--- src/rtl/shift_ctrl_if.sv ---
// Load and serial handshake bundle for shift_ctrl.
// The controller connects through the slave modport, and the producer/consumer side connects through master.
interface shift_ctrl_if #(
  parameter int WIDTH = 10
);
  localparam int CNT_W = $clog2(WIDTH + 1);

  logic             load_valid;
  logic             load_ready;
  logic [WIDTH-1:0] load_data;
  logic             abort;
  logic             ser_out;
  logic             ser_valid;
  logic             ser_ready;
  logic             busy;
  logic             done;
  logic [CNT_W-1:0] bit_cnt;

  modport master (
    output load_valid, load_data, abort, ser_ready,
    input  load_ready, ser_out, ser_valid, busy, done, bit_cnt
  );

  modport slave (
    input  load_valid, load_data, abort, ser_ready,
    output load_ready, ser_out, ser_valid, busy, done, bit_cnt
  );
endinterface

--- src/rtl/shift_ctrl.sv ---
// Serial shift-frame sequencer: it loads a parallel word, shifts the word out under ready/valid, and pulses done.
// Bits go out LSB first by default. Define SHIFT_CTRL_MSB_FIRST_EN to send the MSB first and shift left.
module shift_ctrl #(
  parameter int WIDTH = 10
) (
  input  logic        clk,
  input  logic        rst_n,
  shift_ctrl_if.slave bus
);
  localparam int CNT_W = $clog2(WIDTH + 1);

  typedef enum logic [1:0] {
    IDLE  = 2'd0,
    SHIFT = 2'd1,
    DONE  = 2'd2
  } state_t;

  state_t           state_q, state_d;
  logic [WIDTH-1:0] shreg_q, shreg_d;
  logic [CNT_W-1:0] cnt_q,   cnt_d;

  logic             head_bit;
  logic [WIDTH-1:0] shreg_next;

`ifdef SHIFT_CTRL_MSB_FIRST_EN
  assign head_bit   = shreg_q[WIDTH-1];
  assign shreg_next = {shreg_q[WIDTH-2:0], 1'b0};
`else
  assign head_bit   = shreg_q[0];
  assign shreg_next = {1'b0, shreg_q[WIDTH-1:1]};
`endif

  // NOTE: every always_comb target gets a default first, so no path leaves a value unassigned and infers a latch.
  always_comb begin
    state_d = state_q;
    shreg_d = shreg_q;
    cnt_d   = cnt_q;
    unique case (state_q)
      IDLE: begin
        if (bus.load_valid) begin
          shreg_d = bus.load_data;
          cnt_d   = '0;
          state_d = SHIFT;
        end
      end
      SHIFT: begin
        // Abort takes priority, even over the edge that would accept the last bit.
        if (bus.abort) begin
          cnt_d   = '0;
          state_d = IDLE;
        end else if (bus.ser_ready) begin
          shreg_d = shreg_next;
          cnt_d   = cnt_q + CNT_W'(1);
          if (cnt_q == CNT_W'(WIDTH - 1)) state_d = DONE;
        end
      end
      DONE:    state_d = IDLE;
      default: state_d = IDLE;
    endcase
  end

  // NOTE: state registers use non-blocking assignments, so every flop samples its _d from the same pre-edge values.
  always_ff @(posedge clk or negedge rst_n) begin
    if (!rst_n) begin
      state_q <= IDLE;
      shreg_q <= '0;
      cnt_q   <= '0;
    end else begin
      state_q <= state_d;
      shreg_q <= shreg_d;
      cnt_q   <= cnt_d;
    end
  end

  // All outputs decode from registered state only. No input reaches an output combinationally.
  assign bus.load_ready = (state_q == IDLE);
  assign bus.ser_valid  = (state_q == SHIFT);
  assign bus.busy       = (state_q == SHIFT);
  assign bus.done       = (state_q == DONE);
  assign bus.ser_out    = (state_q == SHIFT) & head_bit;
  assign bus.bit_cnt    = cnt_q;
endmodule

--- src/flat_wrapper.sv ---
// flat-port wrapper written by rule: the top's interface ports become plain ports
module shift_ctrl_flat 
#(
  parameter int WIDTH = 10
)
  (clk, rst_n, bus_load_valid, bus_load_data, bus_abort, bus_ser_ready, bus_load_ready, bus_ser_out, bus_ser_valid, bus_busy, bus_done, bus_bit_cnt);
  shift_ctrl_if #(.WIDTH(WIDTH)) bus_i ();
  input  logic clk;
  input  logic rst_n;
  input wire logic [$bits(bus_i.load_valid)-1:0] bus_load_valid;
  input wire logic [$bits(bus_i.load_data)-1:0] bus_load_data;
  input wire logic [$bits(bus_i.abort)-1:0] bus_abort;
  input wire logic [$bits(bus_i.ser_ready)-1:0] bus_ser_ready;
  output wire logic [$bits(bus_i.load_ready)-1:0] bus_load_ready;
  output wire logic [$bits(bus_i.ser_out)-1:0] bus_ser_out;
  output wire logic [$bits(bus_i.ser_valid)-1:0] bus_ser_valid;
  output wire logic [$bits(bus_i.busy)-1:0] bus_busy;
  output wire logic [$bits(bus_i.done)-1:0] bus_done;
  output wire logic [$bits(bus_i.bit_cnt)-1:0] bus_bit_cnt;
  assign bus_i.load_valid = bus_load_valid;
  assign bus_i.load_data = bus_load_data;
  assign bus_i.abort = bus_abort;
  assign bus_i.ser_ready = bus_ser_ready;
  assign bus_load_ready = bus_i.load_ready;
  assign bus_ser_out = bus_i.ser_out;
  assign bus_ser_valid = bus_i.ser_valid;
  assign bus_busy = bus_i.busy;
  assign bus_done = bus_i.done;
  assign bus_bit_cnt = bus_i.bit_cnt;
  shift_ctrl #(.WIDTH(WIDTH)) u_core (.clk(clk), .rst_n(rst_n), .bus(bus_i));
endmodule
--- config.mk ---
export PLATFORM = sky130hd
export DESIGN_NAME = shift_ctrl_flat
export DESIGN_NICKNAME = d
export VERILOG_FILES = /design/src/rtl/shift_ctrl_if.sv /design/src/rtl/shift_ctrl.sv /design/src/flat_wrapper.sv
export SDC_FILE = /design/constraint.sdc
export NUM_CORES = 1
export LEC_CHECK = 0
export ABC_AREA = 1
export ABC_CLOCK_PERIOD_IN_PS = 1200
export CAP_MARGIN = 40
export CORE_ASPECT_RATIO = 1.1
export CORE_MARGIN = 2
export CORE_UTILIZATION = 30
export DETAILED_ROUTE_END_ITERATION = 12
export PLACE_DENSITY = 0.56
export SYNTH_ARGS = -nofsm -noshare
export SYNTH_HDL_FRONTEND = slang
export SYNTH_SLANG_ARGS = --single-unit
--- constraint.sdc ---
create_clock -name clk -period 1.2 [get_ports clk]
set_input_delay 0.18 -clock clk [delete_from_list [all_inputs] [get_ports clk]]
set_output_delay 0.18 -clock clk [all_outputs]
set_load 0.01 [all_outputs]
---- Yosys cells after proc, flatten, opt, wreduce, memory -nomap -nowiden ----
Cells that the tools add are included.
word-level totals
  register bits after elaboration ......... 16
  latch bits .............................. 0
  bits in writable memories ............... 0
  ROM bits ................................ 0
  output and inout port bits .............. 9
  word-level logic and storage cells ...... 31
  memories ................................ 0
operators by class
  add/subtract/negate cells ............... 1
  multiply operators ...................... 0
  div/mod/pow operators ................... 0
  $lt $le $gt $ge ......................... 0
  equal/unequal tests ..................... 8
  shift operators ......................... 0
  muxes and demuxes ....................... 13
  bitwise logic cells ..................... 1
  reductions and logical operators ........ 5
operator list
  cell                                                                     number
  10-bit two-way mux                                                       3
  10-bit case mux with 2 select lines                                      1
  4-bit two-way mux                                                        3
  2-bit two-way mux                                                        4
  4-bit case mux with 2 select lines                                       1
  2-bit inequality test, second input constant                             3
  3-bit AND reduction                                                      2
  4-bit by 1-bit adder with 4-bit output, second input constant            1
  4-bit == test, second input constant                                     1
  2-bit case mux with 2 select lines                                       1
  4-bit AND reduction                                                      1
  3-bit by 2-bit inequality test with 1-bit output, second input constant  1
  3-bit inequality test, second input constant                             1
  2-bit by 1-bit == test with 1-bit output, second input constant          1
  2-bit == test, second input constant                                     1
  2-bit logical NOT                                                        1
  2-bit nonzero test                                                       1
  1-bit AND                                                                1

---- Longest topological paths before layout ----
Gate-level depths: netlist of run 1.
  depth after elaboration ................. 5
  gate-level depth with buffers ........... 8
  gate-level depth less buffers ........... 7

---- Worst setup path after synthesis of run 1 ----
Ideal clock, no wire load.
  path type ............................... flip-flop to flip-flop
  start ................................... register u_core.cnt_q[0], in the netlist u_core.bus.bit_cnt[0]
  end ..................................... register u_core.cnt_q[2], in the netlist u_core.bus.bit_cnt[2]
  library setup time ...................... 0.133 ns
  arrival ................................. 1.079 ns
  slack ................................... -0.012 ns
  stages on the path, launching flop included .. 5
  buffers on the path ..................... 0
  cell sequence ........................... dfrtp_1 -> ha_1 -> or2_2 -> nand4_1 -> o21ai_0
between the ends
  longest elaborated chain between the ends .. 4
ends and longest elaborated chain
  item                                    line              text
  start, declared                         shift_ctrl.sv:20  logic [CNT_W-1:0] cnt_q, cnt_d;
  start signal, assigned                  shift_ctrl.sv:71  cnt_q <= cnt_d;
  4-bit by 1-bit adder with 4-bit output  shift_ctrl.sv:53  cnt_d = cnt_q + CNT_W'(1);
  4-bit two-way mux                       shift_ctrl.sv:51  end else if (bus.ser_ready) begin
  4-bit two-way mux                       shift_ctrl.sv:48  if (bus.abort) begin
  4-bit case mux with 2 select lines      shift_ctrl.sv:38  unique case (state_q)
Every way passes these cells. The select of a mux whose other input is x is not followed.
A chain may end at the register's enable or synchronous reset.

---- Worst setup path after layout of run 1 ----
  start ................................... register u_core.state_q[0]
  end ..................................... output port bus_load_ready
between the ends
  longest elaborated chain between the ends .. 1
ends and longest elaborated chain
  item                    line                text
  start, declared         shift_ctrl.sv:18    state_t state_q, state_d;
  start signal, assigned  shift_ctrl.sv:69    state_q <= state_d;
  2-bit logical NOT       shift_ctrl.sv:76    assign bus.load_ready = (state_q == IDLE);
  end, declared           flat_wrapper.sv:14  output wire logic [$bits(bus_i.load_ready)-1:0] bus_load_ready;
Every way passes these cells.

==> flow_metrics.py, run 1 <==
metrics = {
    "status": {
        "outcome": "finished, violations left",
        "violations_in_the_final_reports": "negative setup slack",
    },
    "finish": {
        "layout.nets": 185,
        "fillers": 248,
        "drive_above_1_share": 0.383,
        "area_growth_syn_to_layout_pct": 79.5,
        "finish.utilization": 0.563,
        "antennaDiodeCount": 0,
    },
    "clocking": {
        "skew_pair_late_insertion_delay_ns": 0.29,
        "cts_tree": "built",
        "cts_made_buffers": 3,
        "clock_sink_count": 16,
        "clk_pin_slew_ns": 0.10,
        "cts.htree.levels": 1,
        "ctsHoldBuffers": 0,
        "ctsRootBufferMaster": "sky130_fd_sc_hd__clkbuf_4",
        "cts_max_path_buffers": 2,
    },
    "worst_setup_path": {
        "crit-reg2reg-capture": "u_core.shreg_q[8]$_DFFE_PN0P_",
        "timing.critical_path.buf_inv": 3,
        "critical_path_peak_fanout": 3,
        "setup.reg_to_reg.worst_slack_ns": -0.19,
        "cp_top_family": "flip-flops",
        "crit_path_top_delay_cell": "sky130_fd_sc_hd__dfrtp_1",
        "end_kind": "primary output",
        "path_cells": "buf_6 > nor2_4 > buf_4 > buf_6",
        "startpoint_types": "flip-flop",
        "worstRegToRegCells": 8,
        "path_common_cell": "sky130_fd_sc_hd__buf_6",
        "crit-reg2reg-launch": "u_core.state_q[0]$_DFFE_PN0P_",
        "worst_ep_arrival_time_ns": 1.21,
        "crit_type": "reg2out",
        "cp_data_required_time_ns": 1.02,
        "critPathMaxStageDelay_ns": 0.43,
    },
    "route": {
        "drt-vias-per-instance": 4.59,
        "post-route-drc-count": 0,
        "postRouteAntennaNets": 0,
        "detail_route.first_pass.iterations": 3,
        "initialDrtViolationCount": 7,
        "totalWireLength_um": 2480,
        "vias": 917,
        "wl_per_cell_um": 12.4,
    },
    "floorplanning": {
        "ioPinCount": 24,
        "floorplan.core_area_um2": 2780,
        "row_count": 20,
        "die_area_um2": 3350,
        "die_w_um": 55.4,
        "floorplan.die.height_um": 60.5,
        "start_util": 0.314,
    },
    "power_and_ir_drop": {
        "seq_power_share": 0.260,
        "vdd_ir_drop_max_v": 0.000959,
        "p_int_uw": 1980,
        "power.share.combinational": 0.647,
        "p_sw_frac": 0.406,
        "power_frac_clock": 0.093,
        "powerDensity_nw_per_um2": 2130,
        "sw_pwr_uw": 1350,
        "power.total_uw": 3340,
        "total_leakage_power_uw": 0.000754,
    },
    "sta": {
        "maxSlewViolCount": 0,
        "setup_repair_after_global_routing_missed_its_margin": "true",
        "final.hold.worst_slack_ns": 0.197,
        "max_freq_mhz": 718,
        "setup-violations-final": 20,
        "final_hold_violating_endpoints": 0,
        "post-route-period-util": 1.16,
        "layout_min_cycle_time_ns": 1.39,
        "post_route_skew_ns": 0.00964,
        "least_setup_slack_across_all_paths_after_layout_ns": -0.193,
        "slew_headroom": 0.763,
        "worst_slew_pin_slew_ns": 0.352,
    },
    "yosys": {
        "postSynthRegisterBits": 16,
        "post_synthesis_simple_gate_area_fraction": 0.279,
        "postSynthAreaPerCell_um2": 7.20,
        "synth_sequential_area_ratio": 0.460,
        "ys.warnings.count": 0,
        "synth_top_family_by_area": "simple AND/OR/NAND/NOR gates",
        "postSynthNetCount": 138,
        "synth-xor-area-share": 0,
        "synth-compound-area-share": 0.126,
        "synth_cell_types": 15,
        "netlist_area_um2": 871,
        "synth_fa_ha_area_frac": 0.0287,
        "proportion_of_synthesized_area_in_mux_cells": 0,
        "syn-instance-count": 121,
    },
    "place": {
        "routabilityCongestion": 0.819,
        "port_buffers": 23,
        "detailed_place_hpwl_um": 1480,
    },
    "min_path": {
        "hold_path.class": "in2async",
    },
    "grt": {
        "grt_first_pass_wirelength_um": 3510,
        "track_usage": 0.138,
        "grt_start_max_net_pins": 21,
        "grt_overflow": 0,
        "number_of_antenna_violations_at_the_first_check_in_global_routing": 0,
        "first_global_vias": 812,
    },
    "run": {
        "max_cap_violations": 0,
    },
}
-- layout make-up --
class,count,area [µm²],area share
timing repair buffer,47,510,0.327
sequential,16,402,0.257
multi-input combinational,84,523,0.335
tap,33,41.3,0.0264
clock buffer,4,26.3,0.0168
inverter,16,60.1,0.0384
-- through the flow --
step	setup TNS (ns)	instance area (µm²)	instances	setup slack (ns)
after detailed placement	-3.87	1210	183	-0.250
after CTS	-1.45	1380	193	-0.121
after global placement	-3.24	1210	183	-0.215
final	-2.54	1560	200	-0.193
after floorplan	0	872	121	0.0112
after global routing	-4.14	1560	200	-0.272
-- how the worst max path moves through the flow --
| stage | start | endpoint | slack [ns] | cells past startpoint |
|---|---|---|---|---|
| after floorplan | u_core.state_q[0]$_DFFE_PN0P_ | u_core.shreg_q[0]$_DFFE_PN0P_ | 0.01 | 7 |
| after global placement | u_core.state_q[0]$_DFFE_PN0P_ | u_core.shreg_q[5]$_DFFE_PN0P_ | -0.21 | 7 |
| after detailed placement | u_core.state_q[0]$_DFFE_PN0P_ | u_core.shreg_q[5]$_DFFE_PN0P_ | -0.25 | 7 |
| after CTS | u_core.state_q[1]$_DFFE_PN0P_ | bus_busy | -0.12 | 5 |
| after global routing | u_core.state_q[0]$_DFFE_PN0P_ | u_core.shreg_q[4]$_DFFE_PN0P_ | -0.27 | 8 |
| final | u_core.state_q[0]$_DFFE_PN0P_ | bus_load_ready | -0.19 | 4 |
-- layout by cell type (no fill, tap or decap), types with 2 or more instances in the layout --
cell                              synthesis  layout
sky130_fd_sc_hd__inv_2                    1       4
sky130_fd_sc_hd__clkbuf_16                0       2
sky130_fd_sc_hd__buf_4                    3      13
sky130_fd_sc_hd__buf_12                   0       2
sky130_fd_sc_hd__a21oi_1                  8       5
sky130_fd_sc_hd__a21oi_2                  0       3
sky130_fd_sc_hd__nand2_1                 33      28
sky130_fd_sc_hd__nor2_2                   3       2
sky130_fd_sc_hd__nand2_2                  0       3
sky130_fd_sc_hd__inv_1                   15      12
sky130_fd_sc_hd__nor2_4                   0      10
sky130_fd_sc_hd__clkbuf_4                 0       3
sky130_fd_sc_hd__nand4_1                  2       2
sky130_fd_sc_hd__o21ai_0                 11       3
sky130_fd_sc_hd__clkdlybuf4s15_1          0       2
sky130_fd_sc_hd__clkdlybuf4s50_1          0      14
sky130_fd_sc_hd__buf_6                    0       9
sky130_fd_sc_hd__nand2_4                  0       2
sky130_fd_sc_hd__o21ai_1                  3       8
sky130_fd_sc_hd__o21ai_2                  0       2
sky130_fd_sc_hd__dfrtp_1                 16      15
sky130_fd_sc_hd__nor2_1                  19      10
-- power groups by stage --
stage	Combinational (µW)	Clock (µW)	Sequential (µW)
global placement	1220	0	860
detailed placement	1240	0	866
finish	2160	310	868
CTS	1620	322	859
floorplan	736	0	871
global route	2350	353	896
-- cell usage after synthesis --
cell type                 number  area [µm²]
sky130_fd_sc_hd__nor2_2        3        18.8
sky130_fd_sc_hd__a21oi_1       8        40.0
sky130_fd_sc_hd__or2_2         1        6.26
sky130_fd_sc_hd__nand4_1       2        12.5
sky130_fd_sc_hd__buf_2         2        10.0
sky130_fd_sc_hd__buf_4         3        22.5
sky130_fd_sc_hd__inv_1        15        56.3
sky130_fd_sc_hd__dfrtp_1      16         400
sky130_fd_sc_hd__ha_1          2        25.0
sky130_fd_sc_hd__nor2_1       19        71.3
sky130_fd_sc_hd__nand2_1      33         124
sky130_fd_sc_hd__o21ai_1       3        15.0
sky130_fd_sc_hd__inv_2         1        3.75
sky130_fd_sc_hd__o21ai_0      11        55.1
sky130_fd_sc_hd__nand3_1       2        10.0
-- layer usage --
metal  part of all wire  GRT usage  vias to the layer above
met5                  0          0                        -
met4              0.019     0.0627                        0
met3              0.040     0.0256                        6
met2               0.54      0.269                       20
met1               0.40      0.147                      423
li1                   -          -                      468
-- state kept, by name (all words and copies together), names as in the netlist --
register            flops
u_core.bus.bit_cnt      4
u_core.shreg_q         10
u_core.state_q          2
-- logic make-up after synthesis --
group / count (synthesis)
buffers and inverters: 21
flip-flops: 16
adder cells (fa/ha/maj): 2
AO/OA/AOI/OAI: 22
AND/OR/NAND/NOR: 60
-- timing repair --
action                                  4_1_cts  5_1_grt
pin swaps                                    11        4
resized for setup                            59       29
endpoints found under the setup margin       25       24
gates cloned                                  1        2
setup buffers                                 5        5
No activity file was read; power rests on OpenSTA's default activity.
==> run 2: changes to the inputs <==
--- a/config.mk
+++ b/config.mk
@@ -9,10 +9,11 @@
 export ABC_CLOCK_PERIOD_IN_PS = 1200
 export CAP_MARGIN = 40
 export CORE_ASPECT_RATIO = 1.1
-export CORE_MARGIN = 2
-export CORE_UTILIZATION = 30
+export CORE_MARGIN = 5
+export CORE_UTILIZATION = 42
 export DETAILED_ROUTE_END_ITERATION = 12
-export PLACE_DENSITY = 0.56
+export PLACE_DENSITY = 0.74
+export SKIP_CTS_REPAIR_TIMING = 1
 export SYNTH_ARGS = -nofsm -noshare
 export SYNTH_HDL_FRONTEND = slang
 export SYNTH_SLANG_ARGS = --single-unit
==> run 2 against run 1 <==
Compared with the run above: the flow still finishes with violations (negative setup slack); total power rose by 3.1%; cell count fell by 5.0%; cell area fell by 0.16%; die area fell by 7.9%; sequential power rose by 2.9%; utilization rose by 22 points; first-iteration DRC count rose to 3.1 times the previous value; flip-flop and latch count did not move; non-clock buffer count fell by 5; largest power group unchanged; worst hold slack improved by 0.0063 ns; maximum frequency rose by 2.2%; count of clock-buffer cells in the layout did not move.
==> flow_metrics.py, run 2 (synthesis gave the netlist of run 1 again) <==
metrics = {
    "route": {
        "top_layer_used": "met4",
        "drt-met1-wl_um": 1070,
        "wl_met3_um": 151,
        "detail_route.first_pass.iterations": 6,
        "postRouteAntennaNets": 0,
        "initialDrtViolationCount": 22,
        "post-route-drc-count": 0,
        "wl_per_cell_um": 15.1,
        "vias": 958,
        "totalWireLength_um": 2870,
        "routed-wl-met2_um": 1600,
        "drt-vias-per-instance": 5.04,
    },
    "clocking": {
        "cts_tree": "built",
        "cts_made_buffers": 3,
        "ctsRootBufferMaster": "sky130_fd_sc_hd__clkbuf_4",
        "clock_sink_count": 16,
        "cts_max_path_buffers": 2,
        "skew_pair_late_insertion_delay_ns": 0.29,
        "clk_pin_slew_ns": 0.10,
        "cts.htree.levels": 1,
    },
    "worst_setup_path": {
        "crit_path_top_delay_cell": "sky130_fd_sc_hd__dfrtp_1",
        "worstRegToRegCells": 8,
        "critPathMaxStageDelay_ns": 0.41,
        "crit-reg2reg-capture": "u_core.shreg_q[7]$_DFFE_PN0P_",
        "crit_type": "reg2out",
        "setup.reg_to_reg.worst_slack_ns": -0.16,
        "worst_ep_arrival_time_ns": 1.18,
        "startpoint_types": "flip-flop",
        "end_kind": "primary output",
        "critical_path_peak_fanout": 4,
        "crit-reg2reg-launch": "u_core.state_q[1]$_DFFE_PN0P_",
        "cp_data_required_time_ns": 1.02,
        "path_cells": "inv_2 > nand2_4 > nor2_1 > buf_2",
        "crit_start": "u_core.state_q[1]$_DFFE_PN0P_",
        "worst_setup_path_endpoint": "bus_ser_out",
    },
    "floorplanning": {
        "die_w_um": 53.4,
        "start_util": 0.436,
        "floorplan.die.height_um": 57.8,
        "row_count": 17,
        "ioPinCount": 24,
        "die_area_um2": 3080,
        "floorplan.core_area_um2": 2000,
    },
    "finish": {
        "mostFrequentLayoutCell": "sky130_fd_sc_hd__nand2_1",
        "fillers": 139,
        "ff_latch_area_um2": 404,
        "antennaDiodeCount": 0,
        "multi_input_comb_area_um2": 587,
        "number_of_flip_flops_in_the_largest_register": 10,
        "layout.nets": 180,
        "area_growth_syn_to_layout_pct": 79.2,
        "most-common-layout-cells": "sky130_fd_sc_hd__nand2_1 (23), sky130_fd_sc_hd__clkdlybuf4s50_1 (14), sky130_fd_sc_hd__inv_1 (13), sky130_fd_sc_hd__dfrtp_1 (13), sky130_fd_sc_hd__buf_4 (12)",
        "drive_above_1_share": 0.432,
        "top_register": "u_core.shreg_q",
    },
    "power_and_ir_drop": {
        "total_leakage_power_uw": 0.000794,
        "power.total_uw": 3440,
        "vdd_ir_drop_max_v": 0.00137,
        "powerDensity_nw_per_um2": 2200,
    },
    "sta": {
        "post_route_skew_ns": 0.00593,
        "final_hold_violating_endpoints": 0,
        "post-route-period-util": 1.14,
        "max_freq_mhz": 733,
        "fin_tns_setup_ns": -1.64,
        "layout_min_cycle_time_ns": 1.36,
        "setup_repair_after_global_routing_missed_its_margin": "true",
        "final.hold.worst_slack_ns": 0.203,
        "setup-violations-final": 19,
        "least_setup_slack_across_all_paths_after_layout_ns": -0.164,
        "maxSlewViolCount": 0,
        "worst_slew_pin_slew_ns": 0.393,
        "slew_headroom": 0.736,
    },
    "grt": {
        "grt_first_pass_wirelength_um": 3370,
        "first_global_vias": 821,
        "grt_start_max_net_pins": 21,
        "track_usage": 0.145,
        "number_of_antenna_violations_at_the_first_check_in_global_routing": 0,
        "grt_overflow": 0,
    },
    "place": {
        "detailed_place_hpwl_um": 1490,
        "routabilityCongestion": 0.853,
        "port_buffers": 23,
    },
    "min_path": {
        "hold_path.class": "in2async",
    },
    "run": {
        "max_cap_violations": 0,
    },
    "status": {
        "outcome": "finished, violations left",
        "violations_in_the_final_reports": "negative setup slack",
    },
}
[run 2: layout make-up]
type,count,area share
clock buffers,4,0.0168
inverters,16,0.0401
multi-input cells,84,0.376
flip-flops and latches,16,0.259
well taps,28,0.0225
repair buffers,42,0.285
[run 2: critical path: cells and delay by family (launching register included)]
kind | cells | cell delay [ns]
and+or+nand+nor | 2 | 0.22
buffers and inverters | 2 | 0.25
DFF | 1 | 0.41
[run 2: worst min-delay path by stage]
stage	startpoint	to	slack (ns)	cells past startpoint
3_3_place_gp	u_core.shreg_q[1]$_DFFE_PN0P_	u_core.shreg_q[1]$_DFFE_PN0P_	0.48	2
3_5_place_dp	u_core.shreg_q[2]$_DFFE_PN0P_	u_core.shreg_q[2]$_DFFE_PN0P_	0.50	2
2_1_floorplan	rst_n	u_core.bus.bit_cnt[0]$_DFFE_PN0P_	-0.12	0
4_1_cts	rst_n	u_core.bus.bit_cnt[1]$_DFFE_PN0P_	0.22	2
6_report	rst_n	u_core.bus.bit_cnt[0]$_DFFE_PN0P_	0.20	2
5_1_grt	rst_n	u_core.bus.bit_cnt[0]$_DFFE_PN0P_	0.21	2
[run 2: stage by stage]
step / utilization / setup WS [ns] / cells / area, µm²
final: 0.780 / -0.164 / 190 / 1560
after detailed placement: 0.593 / -0.212 / 176 / 1180
after global routing: 0.780 / -0.230 / 190 / 1560
after CTS: 0.606 / -0.523 / 180 / 1210
after floorplan: - / 0.0112 / 121 / 872
after global placement: 0.593 / -0.191 / 176 / 1180
[run 2: where the power goes]
part / internal (µW) / leakage [µW] / switching (µW)
registers: 759 / 0.000189 / 135
clock network: 129 / 0.0000150 / 183
logic: 1030 / 0.000589 / 1200
[run 2: routing by layer]
layer | vias to the layer above | global-route usage
met5 | - | 0
met4 | 0 | 0.0547
met3 | 6 | 0.0334
met2 | 33 | 0.263
met1 | 462 | 0.160
li1 | 457 | -
